## config.mk

```make
export PLATFORM = sky130hd
export DESIGN_NAME = platform_manager
export DESIGN_NICKNAME = d
export VERILOG_FILES = /design/src/rtl/platform_manager_pkg.sv /design/src/rtl/platform_manager_lfsr16.sv /design/src/rtl/platform_manager.sv
export SDC_FILE = /design/constraint.sdc
export NUM_CORES = 1
export LEC_CHECK = 0
export CORE_MARGIN = 2
export CORE_UTILIZATION = 50
export CTS_BUF_LIST = sky130_fd_sc_hd__clkbuf_4 sky130_fd_sc_hd__clkbuf_8
export DETAILED_ROUTE_END_ITERATION = 7
export HOLD_SLACK_MARGIN = 0.08
export PLACE_DENSITY = 0.73
export SLEW_MARGIN = 20
export SYNTH_ARGS = -nofsm -noshare
export SYNTH_HDL_FRONTEND = slang
export SYNTH_HIERARCHICAL = 1
export SYNTH_SLANG_ARGS = --single-unit
```

## constraint.sdc

```tcl
create_clock -name clk -period 6.43 [get_ports clk]
set_input_delay 1.929 -clock clk [delete_from_list [all_inputs] [get_ports clk]]
set_output_delay 1.929 -clock clk [all_outputs]
set_load 0.02 [all_outputs]
```

## src/rtl/platform_manager_pkg.sv

```systemverilog
// Shared definitions for the platform manager: default geometry, LFSR constants
// and the walk FSM state encoding.
package platform_manager_pkg;

   localparam int DEF_HOR_W    = 7;
   localparam int DEF_VER_W    = 8;
   localparam int DEF_WID_W    = 6;
   localparam int DEF_SCREEN_W = 100;
   localparam int DEF_SCREEN_H = 150;

   // Fibonacci taps 16,14,13,11 expressed as bits 15,13,12,10 of a left-shifting register
   localparam logic [15:0] LFSR_TAPS     = 16'hB400;
   localparam logic [15:0] DEF_LFSR_SEED = 16'hACE1;

   typedef enum logic [1:0] {
      ST_IDLE = 2'd0,
      ST_WALK = 2'd1,
      ST_DONE = 2'd2
   } pm_state_e;

   function automatic logic [15:0] lfsr_next(input logic [15:0] s);
      return {s[14:0], ^(s & LFSR_TAPS)};
   endfunction

endpackage

```

## src/rtl/platform_manager_lfsr16.sv

```systemverilog
// 16-bit Fibonacci LFSR that advances only when step is high.
module lfsr16
   import platform_manager_pkg::*;
#(
   parameter logic [15:0] SEED = DEF_LFSR_SEED
) (
   input  logic        clk,
   input  logic        rst,
   input  logic        step,
   output logic [15:0] state
);

   logic [15:0] state_q, state_d;

   always_comb begin
      state_d = step ? lfsr_next(state_q) : state_q;
   end

   always_ff @(posedge clk or posedge rst) begin
      if (rst) state_q <= SEED;
      else     state_q <= state_d;
   end

   assign state = state_q;

endmodule

```

## src/rtl/platform_manager.sv

```systemverilog
// Scrolls and respawns the jump-game platforms one per cycle on each tick,
// answers registered ball-on-platform queries and counts respawns as score.
module platform_manager
   import platform_manager_pkg::*;
#(
   parameter int          NUM_PLAT   = 5,
   parameter int          HOR_W      = DEF_HOR_W,
   parameter int          VER_W      = DEF_VER_W,
   parameter int          WID_W      = DEF_WID_W,
   parameter int          SCREEN_W   = DEF_SCREEN_W,
   parameter int          SCREEN_H   = DEF_SCREEN_H,
   parameter int          SPACING    = 30,
   parameter int          INIT_WIDTH = 20,
   parameter int          MIN_WIDTH  = 8,
   parameter logic [15:0] LFSR_SEED  = DEF_LFSR_SEED
) (
   input  logic                      clk,
   input  logic                      rst,
   input  logic                      tick,
   input  logic [VER_W-1:0]          scroll_amt,
   output logic                      busy,
   output logic                      done,
   output logic [NUM_PLAT*VER_W-1:0] plat_ver,
   output logic [NUM_PLAT*HOR_W-1:0] plat_hor,
   output logic [NUM_PLAT*WID_W-1:0] plat_width,
   input  logic                      query_valid,
   input  logic [VER_W-1:0]          query_ver,
   input  logic [HOR_W-1:0]          query_hor,
   output logic                      hit_valid,
   output logic                      hit,
   output logic [3:0]                hit_idx,
   output logic [15:0]               score
);

   localparam logic [VER_W:0] SCREEN_H_X = (VER_W+1)'(SCREEN_H);

   pm_state_e        state_q, state_d;
   logic [3:0]       idx_q, idx_d;
   logic [VER_W-1:0] amt_q, amt_d;
   logic             busy_q, busy_d, done_q, done_d;
   logic [15:0]      score_q, score_d;
   logic [VER_W-1:0] ver_q [NUM_PLAT];
   logic [VER_W-1:0] ver_d [NUM_PLAT];
   logic [HOR_W-1:0] hor_q [NUM_PLAT];
   logic [HOR_W-1:0] hor_d [NUM_PLAT];
   logic [WID_W-1:0] wid_q [NUM_PLAT];
   logic [WID_W-1:0] wid_d [NUM_PLAT];
   logic             hit_valid_q, hit_valid_d, hit_q, hit_d;
   logic [3:0]       hit_idx_q, hit_idx_d;

   logic [15:0]      lfsr_state;
   logic             lfsr_step;
   logic [VER_W:0]   sum;
   logic [WID_W-1:0] wnew;
   logic [HOR_W-1:0] cand;
   logic [15:0]      lim;
   logic             match_any;
   logic [3:0]       match_idx;
   logic             unused_lfsr_hi;

   assign unused_lfsr_hi = ^lfsr_state[15:HOR_W+4];

   lfsr16 #(.SEED(LFSR_SEED)) u_lfsr (
      .clk   (clk),
      .rst   (rst),
      .step  (lfsr_step),
      .state (lfsr_state)
   );

   always_comb begin
      state_d   = state_q;
      idx_d     = idx_q;
      amt_d     = amt_q;
      busy_d    = busy_q;
      done_d    = done_q;
      score_d   = score_q;
      ver_d     = ver_q;
      hor_d     = hor_q;
      wid_d     = wid_q;
      lfsr_step = 1'b0;
      sum       = '0;
      wnew      = '0;
      cand      = '0;
      lim       = '0;
      case (state_q)
         ST_IDLE: begin
            if (tick) begin
               amt_d   = (scroll_amt > SPACING) ? VER_W'(SPACING) : scroll_amt;
               idx_d   = '0;
               busy_d  = 1'b1;
               state_d = ST_WALK;
            end
         end
         ST_WALK: begin
            for (int unsigned i = 0; i < NUM_PLAT; i++) begin
               if (idx_q == 4'(i)) begin
                  sum = {1'b0, ver_q[i]} + {1'b0, amt_q};
                  if (sum < SCREEN_H_X) begin
                     ver_d[i] = sum[VER_W-1:0];
                  end else begin
                     // amt <= SPACING keeps sum below 2*SCREEN_H, so one subtraction wraps it
                     ver_d[i] = VER_W'(sum - SCREEN_H_X);
                     wnew     = WID_W'(MIN_WIDTH) + WID_W'(lfsr_state[3:0]);
                     cand     = lfsr_state[HOR_W+3:4];
                     lim      = 16'(SCREEN_W) - 16'(wnew);
                     hor_d[i] = (16'(cand) > lim) ? HOR_W'(lim) : cand;
                     wid_d[i] = wnew;
                     lfsr_step = 1'b1;
                     score_d  = (score_q == 16'hFFFF) ? score_q : score_q + 16'd1;
                  end
               end
            end
            if (idx_q == 4'(NUM_PLAT-1)) begin
               state_d = ST_DONE;
               done_d  = 1'b1;
               busy_d  = 1'b0;
            end else begin
               idx_d = idx_q + 4'd1;
            end
         end
         ST_DONE: begin
            done_d  = 1'b0;
            state_d = ST_IDLE;
         end
         default: state_d = ST_IDLE;
      endcase
   end

   always_comb begin
      match_any = 1'b0;
      match_idx = '0;
      for (int unsigned i = 0; i < NUM_PLAT; i++) begin
         if (!match_any && query_ver == ver_q[i] && query_hor >= hor_q[i] &&
             16'(query_hor) < 16'(hor_q[i]) + 16'(wid_q[i])) begin
            match_any = 1'b1;
            match_idx = 4'(i);
         end
      end
      hit_valid_d = query_valid;
      hit_d       = query_valid ? match_any : hit_q;
      hit_idx_d   = query_valid ? match_idx : hit_idx_q;
   end

   always_ff @(posedge clk or posedge rst) begin
      if (rst) begin
         state_q     <= ST_IDLE;
         idx_q       <= '0;
         amt_q       <= '0;
         busy_q      <= 1'b0;
         done_q      <= 1'b0;
         score_q     <= '0;
         hit_valid_q <= 1'b0;
         hit_q       <= 1'b0;
         hit_idx_q   <= '0;
         for (int unsigned i = 0; i < NUM_PLAT; i++) begin
            ver_q[i] <= VER_W'(SCREEN_H - 1 - i * SPACING);
            hor_q[i] <= HOR_W'(SCREEN_W / 2 - INIT_WIDTH / 2);
            wid_q[i] <= WID_W'(INIT_WIDTH);
         end
      end else begin
         state_q     <= state_d;
         idx_q       <= idx_d;
         amt_q       <= amt_d;
         busy_q      <= busy_d;
         done_q      <= done_d;
         score_q     <= score_d;
         hit_valid_q <= hit_valid_d;
         hit_q       <= hit_d;
         hit_idx_q   <= hit_idx_d;
         ver_q       <= ver_d;
         hor_q       <= hor_d;
         wid_q       <= wid_d;
      end
   end

   for (genvar g = 0; g < NUM_PLAT; g++) begin : g_pack
      assign plat_ver[g*VER_W +: VER_W]   = ver_q[g];
      assign plat_hor[g*HOR_W +: HOR_W]   = hor_q[g];
      assign plat_width[g*WID_W +: WID_W] = wid_q[g];
   end

   assign busy      = busy_q;
   assign done      = done_q;
   assign score     = score_q;
   assign hit_valid = hit_valid_q;
   assign hit       = hit_q;
   assign hit_idx   = hit_idx_q;

endmodule

```

==> After elaboration in Yosys (flattened, before gate mapping) <==
Cells that the tools add are included.
{ "classes": {"magnitude_cmp": 17, "bitwise": 5, "reduce_logical": 38, "addsub": 19, "n_mux": 51, "eq_ne": 15} }
{ "ops": {"columns": ["cell", "count"], "rows": [
  ["16-bit 2-to-1 mux", 12],
  ["8-bit 2-to-1 mux", 6],
  ["8-bit by 8-bit adder with 9-bit output", 5],
  ["9-bit by 8-bit < comparator with 1-bit output (second input constant)", 5],
  ["7-bit by 6-bit adder with 8-bit output", 5],
  ["8-bit == test", 5],
  ["7-bit by 8-bit < comparator with 1-bit output", 5],
  ["8-bit subtractor (second input constant)", 5],
  ["7-bit >= comparator", 5],
  ["1-bit 2-to-1 mux", 21],
  ["3-bit AND reduction", 7],
  ["4-bit 2-to-1 mux", 5],
  ["16-bit by 1-bit adder with 16-bit output (second input constant)", 1],
  ["16-bit == test (second input constant)", 1],
  ["7-bit by 16-bit > comparator with 1-bit output", 1],
  ["2-bit AND reduction", 8],
  ["16-bit XOR reduction", 1],
  ["1-bit logical AND", 14],
  ["4-bit by 2-bit == test with 1-bit output (second input constant)", 2],
  ["8-bit by 5-bit > comparator with 1-bit output (second input constant)", 1],
  ["4-bit case mux with 2 select lines", 1],
  ["7-bit by 5-bit subtractor with 8-bit output (first input constant)", 1],
  ["7-bit 2-to-1 mux", 1],
  ["2-bit != test (second input constant)", 3],
  ["other kinds (14)", 24]
]} }
{ "totals": {"output_inout_bits": 129, "reg_bits": 159, "elab_cells": 170, "inputBits": 27} }

==> Logic depth before layout (Yosys ltp) <==
Gate-level depths: netlist of run 1.
{ "depth": {"word_depth": 24, "depth_mapped": 16, "mapped_depth_nobuf": 15} }

==> Cells and area by module <==
The synthesis of run 1 kept the hierarchy.
{ "modules_own_cells": {"columns": ["module", "n_inst", "area_per_inst_um2", "seq_area_each_um2", "cells_per_inst"], "rows": [
  ["platform_manager", 1, 11164.5, 3482.1, 1192],
  ["lfsr16", 1, 679.4, 410.4, 39]
]} }

==> Least setup slack after synthesis of run 1 <==
Ideal clock, no wire load.
{ "synth_timing": {"path_kind": "input to register", "from": "input query_hor[0]", "to": "register hit_q (netlist: hit)", "setup_ps": 121, "path_buffers": 0, "arrival_ps": 3862, "cell_stages": 11, "path_slack_ps": 2447, "required_ps": 6309, "path_cell_list": "inv_1 > ha_1 > nand2b_1 > a21o_1 > a21o_1 > a21o_1 > a21o_1 > a211o_1 > a22oi_1 > nand4_1 > o22a_1"} }
{ "synth_between": {"elab_chain_cells": 24, "word_cells_on_any_way": 33, "classes_between": "order compare (10); mux (5); reduce/logical (18)"} }
{ "synth_rtl": {"columns": ["item", "line_no", "text"], "rows": [
  ["start, declared", "platform_manager.sv:28", "input logic [HOR_W-1:0] query_hor,"],
  ["7-bit >= comparator", "platform_manager.sv:133", "if (!match_any && query_ver == ver_q[i] && query_hor >= hor_q[i] &&"],
  ["1-bit logical AND (2 in a row)", "platform_manager.sv:133", null],
  ["1-bit 2-to-1 mux", "platform_manager.sv:133", null],
  ["1-bit logical NOT", "platform_manager.sv:133", null],
  ["1-bit logical AND (3 in a row)", "platform_manager.sv:133", null],
  ["1-bit 2-to-1 mux", "platform_manager.sv:133", null],
  ["1-bit logical NOT", "platform_manager.sv:133", null],
  ["1-bit logical AND (3 in a row)", "platform_manager.sv:133", null],
  ["1-bit 2-to-1 mux", "platform_manager.sv:133", null],
  ["1-bit logical NOT", "platform_manager.sv:133", null],
  ["1-bit logical AND (3 in a row)", "platform_manager.sv:133", null],
  ["1-bit 2-to-1 mux", "platform_manager.sv:133", null],
  ["1-bit logical NOT", "platform_manager.sv:133", null],
  ["1-bit logical AND (3 in a row)", "platform_manager.sv:133", null],
  ["1-bit 2-to-1 mux *", "platform_manager.sv:133", null],
  ["end signal, assigned", "platform_manager.sv:168", "hit_q <= hit_d;"],
  ["end, declared", "platform_manager.sv:48", "logic hit_valid_q, hit_valid_d, hit_q, hit_d;"]
]} }
Mark *: on every way between the ends. The rest lies on a longest branch, timed or not.
A chain may end at the register's enable or synchronous reset.

==> Worst setup path in the final report of run 1 <==
{ "layout_timing": {"from": "register amt_q[0]", "to": "register u_lfsr.state_q[8] (netlist: u_lfsr/state[8])"} }
{ "layout_between": {"elab_chain_cells": 14, "word_cells_on_any_way": 22, "classes_between": "add/sub (5); order compare (5); mux (12)"} }
{ "layout_rtl": {"columns": ["item", "line_no", "text"], "rows": [
  ["start, declared", "platform_manager.sv:39", "logic [VER_W-1:0] amt_q, amt_d;"],
  ["start signal, assigned", "platform_manager.sv:163", "amt_q <= amt_d;"],
  ["8-bit by 8-bit adder with 9-bit output", "platform_manager.sv:97", "sum = {1'b0, ver_q[i]} + {1'b0, amt_q};"],
  ["9-bit by 8-bit < comparator with 1-bit output", "platform_manager.sv:98", "if (sum < SCREEN_H_X) begin"],
  ["1-bit 2-to-1 mux", "platform_manager.sv:98", null],
  ["1-bit 2-to-1 mux", "platform_manager.sv:96", "if (idx_q == 4'(i)) begin"],
  ["1-bit 2-to-1 mux", "platform_manager.sv:85", "case (state_q)"],
  ["1-bit 2-to-1 mux", "platform_manager.sv:98", null],
  ["1-bit 2-to-1 mux", "platform_manager.sv:96", null],
  ["1-bit 2-to-1 mux", "platform_manager.sv:98", null],
  ["1-bit 2-to-1 mux", "platform_manager.sv:96", null],
  ["1-bit 2-to-1 mux", "platform_manager.sv:98", null],
  ["1-bit 2-to-1 mux", "platform_manager.sv:96", null],
  ["1-bit 2-to-1 mux", "platform_manager.sv:98", null],
  ["1-bit 2-to-1 mux *", "platform_manager.sv:96", null],
  ["1-bit 2-to-1 mux *", "platform_manager.sv:85", null],
  ["via lfsr_step", "platform_manager.sv:52", "logic lfsr_step;"],
  ["end signal, assigned", "platform_manager_lfsr16.sv:21", "else state_q <= state_d;"],
  ["end, declared", "platform_manager_lfsr16.sv:13", "logic [15:0] state_q, state_d;"]
]} }
The timed path passes the listed nets; every way through them passes the cells marked *. The select of a mux whose other input is x is not followed.

==> results of run 1 <==
worst max-delay path, delay by kind of cell (launching register included):
family / cells / cell delay (ps)
AOI/OAI and AO/OA: 4 / 1430
xor gates and xnor gates: 1 / 210
adders and majority gates: 3 / 960
DFF: 1 / 510
muxes: 1 / 320
and+or+nand+nor: 3 / 920
cells in the mapped netlist, drive strengths merged (3+ instances only):
master   count
o21bai       6
o21ai       88
xnor2       76
o22a         6
or3          7
a21o        57
nor4         8
nand4       11
nor2b       20
nor2        79
dfrtp      102
and3        16
nor4b        4
nand2b      24
a31oi        8
inv         70
nor3        19
ha         146
o2111a       5
mux2        53
or4          3
a221oi       3
o21a        10
nand3       19
xor2        46
fa          10
a211o        4
a211oi      11
buf         14
or2          3
nand2       85
mux2i       18
a2111oi      4
dfstp       51
and2         6
a21oi       74
o211ai       6
clkbuf      20
a22oi        8
o31ai        5
placed cells by master, fill, tap and decap left out, types with 19 or more instances in the layout:
cell type,n
nor2b_1,20
xor2_1,46
a21oi_1,72
xnor2_1,76
inv_1,69
nand2_1,84
clkdlybuf4s50_1,149
dfrtp_1,102
a21o_1,57
nor3_1,19
ha_1,146
mux2_2,44
nor2_1,77
o21ai_0,84
dfstp_2,51
nand2b_1,24
power groups by stage:
stage                     sequential [uW]  combinational, uW  clock, uW
after floorplan                      1860               2670          0
after global placement               1750               3840          0
after detailed placement             1760               3920          0
after CTS                            1740               3950        763
after global routing                 1790               4420        803
final                                1740               3950        744
per-layer routing:
metal  part of all wire (%)  routed length (um)  track usage, %
met1                     45               13500            34.1
met2                     46               13800            40.6
met3                    6.1                1830            4.24
met4                    2.8                 835            8.35
met5                      0                   0               0
cell families (layout without fill, tap and decap cells):
family                   count (synthesis)  after routing
adder cells (fa/ha/maj)                156            156
AO/OA/AOI/OAI                          314            314
other                                    1              6
AND/OR/NAND/NOR                        310            310
buffers and inverters                  104            257
flip-flops                             153            153
multiplexers                            71             71
XOR/XNOR                               122            122
stage by stage:
step           instances  hold WS [ps]
2_1_floorplan       1236           475
3_3_place_gp        1676           463
3_5_place_dp        1676           467
4_1_cts             1708           497
5_1_grt             1708           510
6_report            1708           495
how the worst max path moves through the flow:
stage,from,end,cells after the start
6_report,amt_q[0]$_DFFE_PP0P_,u_lfsr/state[8]$_DFFE_PP0P_,12
5_1_grt,amt_q[1]$_DFFE_PP0P_,u_lfsr/state[8]$_DFFE_PP0P_,11
4_1_cts,amt_q[0]$_DFFE_PP0P_,u_lfsr/state[8]$_DFFE_PP0P_,12
3_5_place_dp,query_hor[0],hit$_DFFE_PP0P_,12
3_3_place_gp,query_hor[0],hit$_DFFE_PP0P_,12
2_1_floorplan,rst,amt_q[0]$_DFFE_PP0P_,1
layout make-up:
| class | count | area (sq um) | share of cell area (%) |
|---|---|---|---|
| clock buffer | 21 | 270 | 1.93 |
| clock inverter | 11 | 115 | 0.822 |
| inverter | 70 | 268 | 1.91 |
| multi-input combinational | 979 | 7520 | 53.7 |
| sequential | 153 | 3890 | 27.8 |
| tap | 319 | 399 | 2.85 |
| timing repair buffer | 155 | 1540 | 11.0 |
state kept, by name, indices dropped and copies added, names as in the netlist:
| register | cells |
|---|---|
| score | 16 |
| done | 1 |
| busy | 1 |
| hit_idx | 3 |
| amt_q | 8 |
| plat_ver | 40 |
| state_q | 2 |
| idx_q | 4 |
| hit | 1 |
| u_lfsr/state | 16 |
| plat_hor | 35 |
| hit_valid | 1 |
| plat_width | 25 |
==> results.json, run 1 <==
{
  "post_cts_buffers": 0,
  "numPortBuffers": 149,
  "critPathKind": "register to register",
  "fin_ws_ps": 1940,
  "root_buffer": "clkbuf_8",
  "cts_buffers": 17,
  "required_ps": 6780,
  "power_switching_share_pct": 46.4,
  "finalSetupViolations": 0,
  "ctsHoldBuffers": 0,
  "hold_viol": 0,
  "r2r_setup_slack_ps": 1940,
  "syn_inst": 1231,
  "p_leak_uw": 0.00624,
  "grt_usage_pct": 25.1,
  "tritoncts": "yes",
  "tightest_slew_ps": 983,
  "p_comb_share_pct": 61.4,
  "power.total_uw": 6440,
  "fin_util_pct": 60.0,
  "whs_path_depth": 1,
  "synth_compound_area_share_pct": 17.4,
  "clk_latency_ps": 460,
  "initialDrtViolationCount": 533,
  "grt_max_degree": 106,
  "power.switching_uw": 2990,
  "drcViolationCount": 0,
  "rows": 56,
  "power.share.clock_pct": 11.6,
  "powerDensity_mw_per_mm2": 460,
  "synth.mux.area_fraction_pct": 6.81,
  "status": "finished, final reports clean",
  "place_area_sq_mm": 0.0136,
  "routed_wl_um": 30000,
  "core-area_sq_mm": 0.0233,
  "cp_data_arrival_time_ps": 4840,
  "vias": 9728,
  "io_pins": 156,
  "rr_startpoint": "amt_q[0]$_DFFE_PP0P_",
  "rr_worst_depth": 12,
  "tns_ps": 0,
  "area_growth_pct": 18.2,
  "vias_per_cell": 5.70,
  "maxCapViolations": 0,
  "hold_path.class": "register to register",
  "rsz0062_at_grt": "false",
  "syn_area_per_cell_sq_um": 9.62,
  "internal_power_uw": 3450,
  "ys_types": 76,
  "yosysSeqAreaShare_pct": 32.9,
  "ctsResizeCount": 0,
  "slew_headroom_pct": 34.5,
  "grt_overflow_total": 0,
  "fmax_mhz": 223,
  "hold_end": "busy$_DFFE_PP0P_",
  "clk_pin_slew_worst_paths_ps": 90,
  "critPathMostFrequentCell": "ha_1",
  "htreeDepth": 4,
  "dpl_worst_slack_ps": 1590,
  "fp.dieW_um": 158,
  "slowest_delay_ps": 510,
  "die_h_um": 158,
  "avgRoutedWirePerCell_um": 17.6,
  "synth_top_cell_area_share_pct": 21.6,
  "final_antenna_net_count": 0,
  "worstPathMaxFanout": 19,
  "skew_ps": 18.2,
  "synth_edf_count": 0,
  "gp_congestion": 0.936,
  "antenna_cells": 0,
  "ys_ff_latch": 153,
  "r2r-end": "u_lfsr/state[8]$_DFFE_PP0P_",
  "min_period_ps": 4490,
  "cts.sinks": 153,
  "dr.pass1.iters": 6,
  "fill_cells": 2018,
  "synthSimpleGateAreaFrac_pct": 12.9,
  "drive_above_1_share_pct": 11.7,
  "synthTopCellsByArea": "dfrtp_1 22%, ha_1 15%, dfstp_2 11%, xnor2_1 5.6%, mux2_2 4.2%",
  "ir_drop_mv": 0.288,
  "initial_utilization_pct": 50.8,
  "nets": 1559,
  "synth-xor-area-share_pct": 9.02,
  "synth_top_family_by_area": "compound AO/OA/AOI/OAI gates",
  "yosysWarnings": 6,
  "worstPathCellList": "ha_1, fa_1, xor2_1, ha_1, a2111oi_0, nor4_1, or3_1, a21boi_2, o22a_2, o311ai_4, and2_4, mux2_4",
  "crit_path_start_kind": "register",
  "cp-end-kind": "register",
  "design_area_sq_mm": 0.0140,
  "dp_hpwl_um": 23000,
  "synth_top_area_cell": "dfrtp_1",
  "crit_slowest_cell": "dfrtp_1",
  "p_seq_share_pct": 27.1,
  "synth_adder_area_share_pct": 17.1,
  "dieArea_sq_mm": 0.0249,
  "hp-start": "busy$_DFFE_PP0P_",
  "antenna_found_initial": 0,
  "drv_slew": 0,
  "synth_area_sq_mm": 0.0118,
  "fin_crit_sh_pct": 69.8,
  "grt_pass1_wl_um": 49000,
  "grt_pass1_vias": 9464,
  "synth-async-reset-ratio_pct": 100,
  "ys.flop_type": "dfrtp_1",
  "cts_max_path_buffers": 2
}
No activity file was read; power rests on OpenSTA's default activity.
==> run 2, diff against run 1 <==
clock period = 4.45 ns   (was 6.43 ns; I/O delays follow)
==> results.json, run 2 (synthesis gave the netlist of run 1 again) <==
{
  "fp.dieW_um": 158,
  "mostFrequentLayoutCells": "149 x clkdlybuf4s50_1, 146 x ha_1, 102 x dfrtp_1",
  "die_h_um": 158,
  "skew_ps": 19.0,
  "avgRoutedWirePerCell_um": 18.1,
  "grt_overflow_total": 0,
  "initialDrtViolationCount": 522,
  "critPathKind": "register to register",
  "antenna_cells": 0,
  "worstPathMaxFanout": 19,
  "fin_util_pct": 60.6,
  "largest_reg_flops": 40,
  "tns_ps": 0,
  "ctsHoldBuffers": 0,
  "rr_startpoint": "amt_q[1]$_DFFE_PP0P_",
  "rr_worst_depth": 11,
  "min_period_ps": 4150,
  "drv_slew": 0,
  "fill_cells": 1997,
  "maxCapViolations": 0,
  "numPortBuffers": 149,
  "vias_per_cell": 5.61,
  "clk_pin_slew_worst_paths_ps": 90,
  "finalSetupViolations": 0,
  "routed_wl_um": 31100,
  "r2r-end": "u_lfsr/state[4]$_DFFE_PP0P_",
  "clk_latency_ps": 470,
  "io_pins": 156,
  "worstPathCellList": "fa_1, xor2_1, ha_1, nor2_1, mux2i_1, a21oi_1, and2_1, o21ba_2, o311ai_4, and2_4, mux2_2",
  "nets": 1574,
  "ir_drop_mv": 0.456,
  "hold_path.class": "register to register",
  "tritoncts": "yes",
  "cts.sinks": 153,
  "grt_pass1_vias": 9534,
  "cp_top_family": "compound AO/OA/AOI/OAI gates",
  "p_leak_uw": 0.00632,
  "grt_pass1_wl_um": 49700,
  "dr.pass1.iters": 5,
  "cp_data_arrival_time_ps": 4500,
  "fmax_mhz": 241,
  "hold_viol": 0,
  "dieArea_sq_mm": 0.0249,
  "slowest_delay_ps": 710,
  "whs_path_depth": 1,
  "rsz0062_at_grt": "false",
  "cts_buffers": 17,
  "grt_usage_pct": 25.5,
  "place_area_sq_mm": 0.0138,
  "cts_max_path_buffers": 2,
  "initial_utilization_pct": 50.8,
  "mostFrequentLayoutCell": "clkdlybuf4s50_1",
  "crit_slowest_cell": "o311ai_4",
  "slew_headroom_pct": 48.3,
  "crit_path_start_kind": "register",
  "post_cts_buffers": 0,
  "cp-end-kind": "register",
  "status": "finished, final reports clean",
  "cp_num_buf_inv": 0,
  "tightest_slew_ps": 773,
  "area_growth_pct": 19.4,
  "root_buffer": "clkbuf_8",
  "dp_hpwl_um": 24000,
  "drive_above_1_share_pct": 12.6,
  "powerDensity_mw_per_mm2": 665,
  "power.total_uw": 9400,
  "gp_congestion": 0.912,
  "grt_max_degree": 36,
  "vias": 9666,
  "htreeDepth": 4,
  "drcViolationCount": 0,
  "ctsResizeCount": 0,
  "fin_crit_sh_pct": 93.2,
  "hold_ws_ps": 499,
  "final_antenna_net_count": 0,
  "hold_end": "busy$_DFFE_PP0P_",
  "core-area_sq_mm": 0.0233,
  "antenna_found_initial": 0,
  "rows": 56,
  "required_ps": 4800,
  "hp-start": "busy$_DFFE_PP0P_",
  "r2r_setup_slack_ps": 300,
  "design_area_sq_mm": 0.0141
}
[run 2: changes by cell type in the layout (fill, tap and decap cells not counted), sizes merged]
cell and change:
clkinv +2, buf +15, clkinvlp +1, clkbuf -3
[run 2: power breakdown]
part | switching [uW] | leakage, uW | internal [uW]
combinational | 3140 | 0.00426 | 2660
clock | 618 | 0.000186 | 470
sequential | 625 | 0.00187 | 1880
total | 4390 | 0.00632 | 5010
[run 2: final cells by class]
cell class	instances	area, sq um	share of cell area (%)
multi-input cells	979	7520	53.2
inverters	70	267	1.89
clock buffers	18	248	1.75
clock inverters	14	136	0.965
flip-flops and latches	153	3890	27.5
well taps	319	399	2.82
repair buffers	170	1670	11.8
[run 2: metrics by stage]
step	worst slack, ps	cells
finish	304	1723
detailed placement	287	1691
CTS	319	1723
global placement	333	1691
floorplan	542	1236
global route	46.2	1723
[run 2: worst max-delay path by stage]
stage / startpoint / to / slack, ps / depth (start not counted)
4_1_cts: amt_q[1]$_DFFE_PP0P_ / u_lfsr/state[4]$_DFFE_PP0P_ / 320 / 11
3_5_place_dp: query_hor[0] / hit$_DFFE_PP0P_ / 290 / 12
2_1_floorplan: plat_ver[24]$_DFFE_PP1P_ / u_lfsr/state[12]$_DFFE_PP0P_ / 540 / 13
5_1_grt: amt_q[1]$_DFFE_PP0P_ / u_lfsr/state[4]$_DFFE_PP0P_ / 50 / 11
3_3_place_gp: query_hor[0] / hit$_DFFE_PP0P_ / 330 / 12
6_report: amt_q[1]$_DFFE_PP0P_ / u_lfsr/state[4]$_DFFE_PP0P_ / 300 / 11
[run 2: metal layers]
layer	vias up	track usage (%)	wire length, um
li1	4714	-	-
met1	4624	32.9	13800
met2	276	43.3	14800
met3	52	4.43	1650
met4	0	8.61	808
met5	-	0	0
